$ cat src/rtl/cacheline_burst_adapter.sv
// Splits one cache-line fill/writeback into a BEATS-long burst on the arbiter port.
// Every output decodes from registered state, so nothing on dfp_* reaches bmem_* combinationally.
module cacheline_burst_adapter #(
  parameter int LINE_BITS = 256,
  parameter int BEAT_BITS = 64,
  parameter int BEATS     = LINE_BITS / BEAT_BITS
) (
  input  logic                 clk,
  input  logic                 rst,
  input  logic [31:0]          dfp_addr,
  input  logic                 dfp_read,
  input  logic                 dfp_write,
  input  logic [LINE_BITS-1:0] dfp_wdata,
  output logic [LINE_BITS-1:0] dfp_rdata,
  output logic                 dfp_resp,
  output logic                 bmem_read,
  output logic                 bmem_write,
  output logic [31:0]          bmem_addr,
  output logic [BEAT_BITS-1:0] bmem_wdata,
  input  logic                 bmem_ready,
  input  logic                 bmem_rvalid,
  input  logic [BEAT_BITS-1:0] bmem_rdata,
  output logic                 burst_done
);

  localparam int CW = (BEATS > 1) ? $clog2(BEATS) : 1;
  localparam logic [CW-1:0] LAST = CW'(BEATS - 1);
  localparam logic [31:0] LINE_MASK = ~(32'(LINE_BITS / 8) - 32'd1);

  typedef enum logic [2:0] {IDLE, RD_REQ, RD_WAIT, WR_BURST, RESP} state_t;
  typedef logic [BEATS-1:0][BEAT_BITS-1:0] line_t;

  state_t          state_q, state_d;
  logic [CW-1:0]   cnt_q, cnt_d;
  logic [31:0]     addr_q, addr_d;
  line_t           wline_q, wline_d;
  line_t           fill_q, fill_d;
  line_t           rline_q, rline_d;

  always_comb begin
    state_d = state_q;
    cnt_d   = cnt_q;
    addr_d  = addr_q;
    wline_d = wline_q;
    fill_d  = fill_q;
    rline_d = rline_q;
    case (state_q)
      IDLE: begin
        // Writeback has priority; the cache keeps the read asserted until served.
        if (dfp_write) begin
          addr_d  = dfp_addr & LINE_MASK;
          wline_d = dfp_wdata;
          cnt_d   = '0;
          state_d = WR_BURST;
        end else if (dfp_read) begin
          addr_d  = dfp_addr & LINE_MASK;
          cnt_d   = '0;
          state_d = RD_REQ;
        end
      end
      RD_REQ: if (bmem_ready) state_d = RD_WAIT;
      RD_WAIT: begin
        if (bmem_rvalid) begin
          fill_d[cnt_q] = bmem_rdata;
          cnt_d         = cnt_q + CW'(1);
          // Publish the whole line only once complete; dfp_rdata keeps the old line until then.
          if (cnt_q == LAST) begin
            rline_d = fill_d;
            state_d = RESP;
          end
        end
      end
      WR_BURST: begin
        if (bmem_ready) begin
          cnt_d = cnt_q + CW'(1);
          if (cnt_q == LAST) state_d = RESP;
        end
      end
      RESP:    state_d = IDLE;
      default: state_d = IDLE;
    endcase
  end

  always_ff @(posedge clk) begin
    if (rst) begin
      state_q <= IDLE;
      cnt_q   <= '0;
      addr_q  <= '0;
      wline_q <= '0;
      fill_q  <= '0;
      rline_q <= '0;
    end else begin
      state_q <= state_d;
      cnt_q   <= cnt_d;
      addr_q  <= addr_d;
      wline_q <= wline_d;
      fill_q  <= fill_d;
      rline_q <= rline_d;
    end
  end

  assign bmem_read  = (state_q == RD_REQ);
  assign bmem_write = (state_q == WR_BURST);
  assign bmem_addr  = (bmem_read || bmem_write) ? addr_q : '0;
  assign bmem_wdata = bmem_write ? wline_q[cnt_q] : '0;
  assign dfp_resp   = (state_q == RESP);
  assign burst_done = (state_q == RESP);
  assign dfp_rdata  = rline_q;

endmodule

$ cat config.mk
export PLATFORM = sky130hd
export DESIGN_NAME = cacheline_burst_adapter
export DESIGN_NICKNAME = d
export VERILOG_FILES = /design/src/rtl/cacheline_burst_adapter.sv
export SDC_FILE = /design/constraint.sdc
export NUM_CORES = 2
export LEC_CHECK = 0
export CORE_MARGIN = 4
export CORE_UTILIZATION = 38
export CTS_CLUSTER_DIAMETER = 60
export DETAILED_ROUTE_END_ITERATION = 10
export PLACE_DENSITY = 0.75
export SLEW_MARGIN = 15
export SYNTH_ARGS = -nofsm -noshare
export SYNTH_HDL_FRONTEND = slang
export SYNTH_SLANG_ARGS = --single-unit
$ cat constraint.sdc
create_clock -name clk -period 4.13 [get_ports clk]
set_input_delay 0.413 -clock clk [delete_from_list [all_inputs] [get_ports clk]]
set_output_delay 0.413 -clock clk [all_outputs]
set_load 0.005 [all_outputs]
# Word level (Yosys, flattened, before mapping)
# Cells that the tools add are included.
[word_totals]
elab_cells = 59
ramBits = 0
latchBits = 0
memories = 0
mem_bits_ro = 0
in_bits = 358
reg_bits = 805
out_inout_bits = 356
[op_classes]
n_shift = 0
bitwise = 0
div = 0
mux = 21
add_sub_neg = 1
mul = 0
eq_ne = 9
magnitude_cmp = 2
reduce_logical = 11
[op_table]
columns = ["operator", "n"]
rows = [
  ["256-bit bitwise mux", 1],
  ["64-bit 2-to-1 mux", 3],
  ["64-bit binary-select mux with 2-bit select", 1],
  ["64-bit demux with 2-bit select", 1],
  ["32-bit 2-to-1 mux", 3],
  ["3-bit 2-to-1 mux", 6],
  ["3-bit one-hot mux with 4 select lines", 1],
  ["2-bit 2-to-1 mux", 4],
  ["4-bit AND reduction", 2],
  ["3-bit by 2-bit equality test with 1-bit output (second input constant)", 2],
  ["2-bit one-hot mux with 3 select lines", 1],
  ["2-bit AND reduction", 3],
  ["2-bit by 1-bit != test with 1-bit output (second input constant)", 2],
  ["3-bit by 1-bit equality test with 1-bit output (second input constant)", 1],
  ["3-bit equality test (second input constant)", 1],
  ["3-bit logical NOT", 1],
  ["2-bit by 3-bit less-than comparator with 1-bit output (second input constant)", 1],
  ["3-bit != test (second input constant)", 1],
  ["3-bit AND reduction", 1],
  ["3-bit nonzero test", 1],
  ["2-bit by 1-bit adder with 2-bit output (second input constant)", 1],
  ["2-bit equality test (second input constant)", 1],
  ["2-bit by 1-bit greater-or-equal comparator with 1-bit output (second input constant)", 1],
  ["2-bit != test (second input constant)", 1],
  ["3 further kinds", 3],
]

# Depth between registers and ports, before layout
[depth]
ltp_word = 5
mapped_depth = 9
depth_no_buf = 5

# Worst setup path before layout
# No wires, ideal clock.
[synth_timing]
path_type = "register -> register"
startpoint = "register cnt_q[0]"
endpoint = "register rline_q, in the netlist dfp_rdata[131]"
setup_time_ns = 0.086
required_time_ns = 4.044
path_buffers = 4
stages_incl_launch_ff = 9
period_less_slack_ns = 2.258
arrival_time_ns = 2.172
slack_ns = 1.872
cell_sequence = "dfxtp_1 buf_2 buf_1 inv_1 ha_1 buf_2 clkbuf_1 mux2i_1 a211oi_1"
[synth_via]
elab_chain_cells = 5
word_cells_on_any_way = 8
classes_between = "2 x order compare; 1 x eq/ne; 3 x mux; 2 x reduce/logical"
[synth_rtl]
columns = ["element", "line_no", "rtl"]
rows = [
  ["start: declaration", "34", "logic [CW-1:0] cnt_q, cnt_d;"],
  ["start signal: assignment", "94", "cnt_q <= cnt_d;"],
  ["2-bit by 3-bit less-than comparator with 1-bit output (not written as such) / 2-bit by 1-bit greater-or-equal comparator with 1-bit output (equally long branches)", "64", "fill_d[cnt_q] = bmem_rdata;"],
  ["1-bit logical AND (not written as such)", "64", ""],
  ["64-bit 2-to-1 mux (not written as such)", "64", ""],
  ["64-bit demux with 2-bit select", "64", ""],
  ["256-bit bitwise mux", "64", ""],
  ["end signal: assignment", "98", "rline_q <= rline_d;"],
  ["end: declaration", "38", "line_t rline_q, rline_d;"],
]
# Several ways; a longest one is shown, not always the timed one.
# A chain may end at the register's enable or synchronous reset.

# Final worst setup path
[layout_timing]
startpoint = "register cnt_q[1]"
endpoint = "output bmem_wdata[31]"
[layout_via]
elab_chain_cells = 3
[layout_rtl]
columns = ["element", "line_no", "rtl"]
rows = [
  ["64-bit binary-select mux with 2-bit select", "105", "assign bmem_wdata = bmem_write ? wline_q[cnt_q] : '0;"],
  ["64-bit 2-to-1 mux (not written as such)", "105", ""],
  ["64-bit 2-to-1 mux", "105", ""],
  ["end: declaration", "19", "output logic [BEAT_BITS-1:0] bmem_wdata,"],
]
# Every way passes these cells. The select of a mux whose other input is x is not followed.

==> results list <==
- Result of the run: finished, final reports clean
* Clock network power share: between 30% and 40%
- Wire length per cell after detailed routing: around 19 µm
- Synthesis-to-finish area growth: 35.4%
* Setup violations, final: 0
- Period Utilization, post-route: 85.1%
- The largest single stage delay on the critical path is 0.80 ns.
- Yosys printed 0 warnings.
- The detailed router finished its first iteration with around 1,500 violations.
- In this run the tool buffered the top-level ports with 703 buffer cells.
- The congestion estimate from routability-driven global placement came to around 0.85.
- Buffers inserted during clock tree synthesis total between 80 and 90.
* Final Core Density: 52.1%
- Detailed-router iteration count before antenna repair: 6
* Total number of vias: 25,800
- The number of global-route vias before repair was 24,500.
- Part of the power in combinational logic: 18.0%
- Setup Skew: 0.0298 ns
* Kind of cell adding the most delay to the critical path: buffers and inverters
- For this design the top-level I/O count stands at 714.
* Overall routed net length: about 94 mm
- The tool flagged a number of max-cap violations equal to 0.
* Arrival time at the worst endpoint: 3.10 ns
- Count of antenna-violating nets left after detailed routing: 0
- Half-perimeter wire length of the detailed placement result: 62.0 mm
- Startpoint type of the worst setup path: register
- Slew of the pin with the lowest slew margin: 1.02 ns
- Top cells by count, synth: sky130_fd_sc_hd__nand2_1, sky130_fd_sc_hd__dfxtp_1, sky130_fd_sc_hd__a21oi_1
- The initial antenna violation count came to 21.
- Required time at the worst-slack endpoint: roughly 3.7 ns
- The number of buffers and inverters on the critical path is 2.
* Switching Fraction: 28.8%
* Peak supply drop: 0.000375 V
- TritonCTS built the clock tree.
- The signal on the critical path passes through buf_12 > mux4_2 > and3_1 > clkdlybuf4s50_1.
* Most instantiated library cell after synthesis: sky130_fd_sc_hd__nand2_1
* Final hold vios: 0
* Main flop type after synthesis: sky130_fd_sc_hd__dfxtp_1
- Starting Density: 38.5%
- Global routing consumed, over all layers together, a little over a fifth of the routing resources.
- The clock reaches the later pin of the worst-skew pair after 0.62 ns.
- Maximum net fanout on the critical path: 36
* Distinct cells, synth: 29
- Post-synth EDFFs: 0
- Path type of the worst setup path: reg -> out
* Number of buffers inserted by hold repair at cts: 0
- Sequential standard cell area: between 10,000 and 15,000 µm²
- Cell with the biggest individual delay on the critical path: sky130_fd_sc_hd__dfxtp_4
- Share of cells above drive strength 1: under 10%
- Peak Freq: roughly 280 MHz
- The final layout contains approximately 4,300 nets.
* Seq cells post-synth: 736
* Num Clock Sinks: 736
* Post-cts repair resize count: 0
- Die span in x: 285 µm
- Setup total negative slack on the finished layout was measured at 0 ns.
* Post-CTS repair timing setup buffer count: 0
* Portion of synthesized cell area occupied by the leading cell type: 50.4%
- The synthesized netlist occupies a cell area of 29,300 µm².
- Summing all multi-input logic gate instances after layout gives 13,200 µm².
- H-tree Lvls: 3
- NetSw: between 0.005 and 0.006 W
* Dominant cells by area after synthesis: sky130_fd_sc_hd__dfxtp_1, sky130_fd_sc_hd__nand2_1, sky130_fd_sc_hd__a21oi_1
- After clock tree synthesis, the clock-pin slew on the worst setup and hold paths is about 0.060 ns.
* Leakage Power: between 10 and 15 nW
- The number of pins exceeding their max-slew limit in the final report is 0.
* Die height: between 200 and 300 µm
- Global routing finished with a remaining overflow of 0.
- After synthesis, the share of flip-flops with an asynchronous set or reset is 0%.
- Area of the placeable core: 76,100 µm²
- Capturing element type of the critical path: output port
- In this run the clock root is driven by a sky130_fd_sc_hd__clkbuf_16.
- After layout, the minimum clock period comes to 3.51 ns.
- The first global-routing pass estimated 143 mm of wire.
- The worst hold path belongs to the class in -> reg.
- Row generation in the floorplan step produced 101 rows.
* Area enclosed by the die boundary: 81,500 µm²
- The synthesized design spends more area on one cell type than any other, namely sky130_fd_sc_hd__dfxtp_1.
- Synthesized area per cell: 8.51 µm²
* P_int: around 0.013 W
- Sequential Power Share: between 40% and 50%
- Entering global routing, the biggest net connects 118 pins.
- After detailed routing, the number of remaining DRC violations is 0.
- Overall power consumption after layout is estimated at approximately 0.019 W.
- Post-synthesis sequential area ratio: 50.4%
- After technology mapping, the gate count stands at 3,439.
- Longest Clk Path Bufs: 3
* RSZ-0062 raised after global routing: false
* Ratio of total power to cell area: 474 nW/µm²
- Via density per instance: 5.08
* Headroom to the max-slew limit: 32.1%
- Fillers: 6,990
## layout by cell type, fill, tap and decap left out, types with 12 or more instances in the layout
cell / count
sky130_fd_sc_hd__nand2_1: 1082
sky130_fd_sc_hd__dfxtp_1: 733
sky130_fd_sc_hd__clkdlybuf4s50_1: 702
sky130_fd_sc_hd__a21oi_1: 540
sky130_fd_sc_hd__nor2_1: 195
sky130_fd_sc_hd__mux2i_1: 193
sky130_fd_sc_hd__a211oi_1: 192
sky130_fd_sc_hd__clkbuf_16: 84
sky130_fd_sc_hd__mux4_2: 64
sky130_fd_sc_hd__and3_1: 64
sky130_fd_sc_hd__and2_1: 27
sky130_fd_sc_hd__clkbuf_1: 25
sky130_fd_sc_hd__buf_4: 23
sky130_fd_sc_hd__buf_12: 17
sky130_fd_sc_hd__diode_2: 14
sky130_fd_sc_hd__clkbuf_8: 12
## stage by stage
step	setup WS, ns	cell area, µm²	std cells	hold slack (ns)
2_1_floorplan	1.87	29300	3443	0.432
3_3_place_gp	1.14	36900	4913	0.437
3_5_place_dp	1.12	36900	4913	0.443
4_1_cts	0.512	39600	5063	0.283
5_1_grt	0.455	39600	5075	0.305
6_report	0.617	39600	5077	0.323
## cells by family after synthesis
group | share of synthesized area, %
adders and majority gates | 0.171
and+or+nand+nor | 18.8
buffers and inverters | 4.74
DFF | 50.4
muxes | 11.5
other | 0.0128
AOI/OAI and AO/OA | 14.4
## worst register-to-register path, cell delays in order, from the launching register on
cell	delay, ns
sky130_fd_sc_hd__dfxtp_4	0.56
sky130_fd_sc_hd__inv_1	0.31
sky130_fd_sc_hd__ha_4	0.71
sky130_fd_sc_hd__and2_4	0.88
sky130_fd_sc_hd__nand2_1	0.22
sky130_fd_sc_hd__a21oi_1	0.17
## path summary, 6_finish.rpt
| path | depth (start not counted) | to | start | slack (ns) |
|---|---|---|---|---|
| min | 2 | fill_q[92]$_SDFFE_PP0P_ | rst | 0.32 |
| max | 4 | bmem_wdata[31] | cnt_q[1]$_SDFFE_PP0P_ | 0.62 |
| max reg2reg | 5 | fill_q[131]$_SDFFE_PP0P_ | cnt_q[0]$_SDFFE_PP0P_ | 1.19 |
| min reg2reg | 2 | addr_q[16]$_SDFFE_PP0P_ | addr_q[16]$_SDFFE_PP0P_ | 0.45 |
## flip-flops by register name, indices dropped and copies added (netlist names)
register   cells
dfp_rdata    256
wline_q      256
fill_q       192
addr_q        27
state_q        3
cnt_q          2
## layer usage
| layer | routed length [µm] | share of wire [%] | GRT usage, % |
|---|---|---|---|
| met2 | 45200 | 48 | 36.7 |
| met4 | 2920 | 3.1 | 8.11 |
| met3 | 8050 | 8.6 | 6.68 |
| met1 | 37800 | 40 | 26.5 |
| met5 | 81 | 0.086 | 0 |
## area by class of cell
cell class,instances,share of cell area (%)
antenna,14,0.0884
clock buffer,121,5.96
clock inverter,29,0.922
inverter,5,0.0474
multi-input combinational,2399,33.4
sequential,736,37.2
tap,1030,3.25
timing repair buffer,743,19.1
## power by group through the flow
| stage | Sequential (W) | Combinational, W | Clock [W] |
|---|---|---|---|
| floorplan | 0.00805 | 0.00227 | 0 |
| global placement | 0.00821 | 0.00334 | 0 |
| detailed placement | 0.00824 | 0.00340 | 0 |
| CTS | 0.00809 | 0.00341 | 0.00745 |
| global route | 0.00816 | 0.00371 | 0.00777 |
| finish | 0.00809 | 0.00339 | 0.00730 |
No activity file was read; power rests on OpenSTA's default activity.
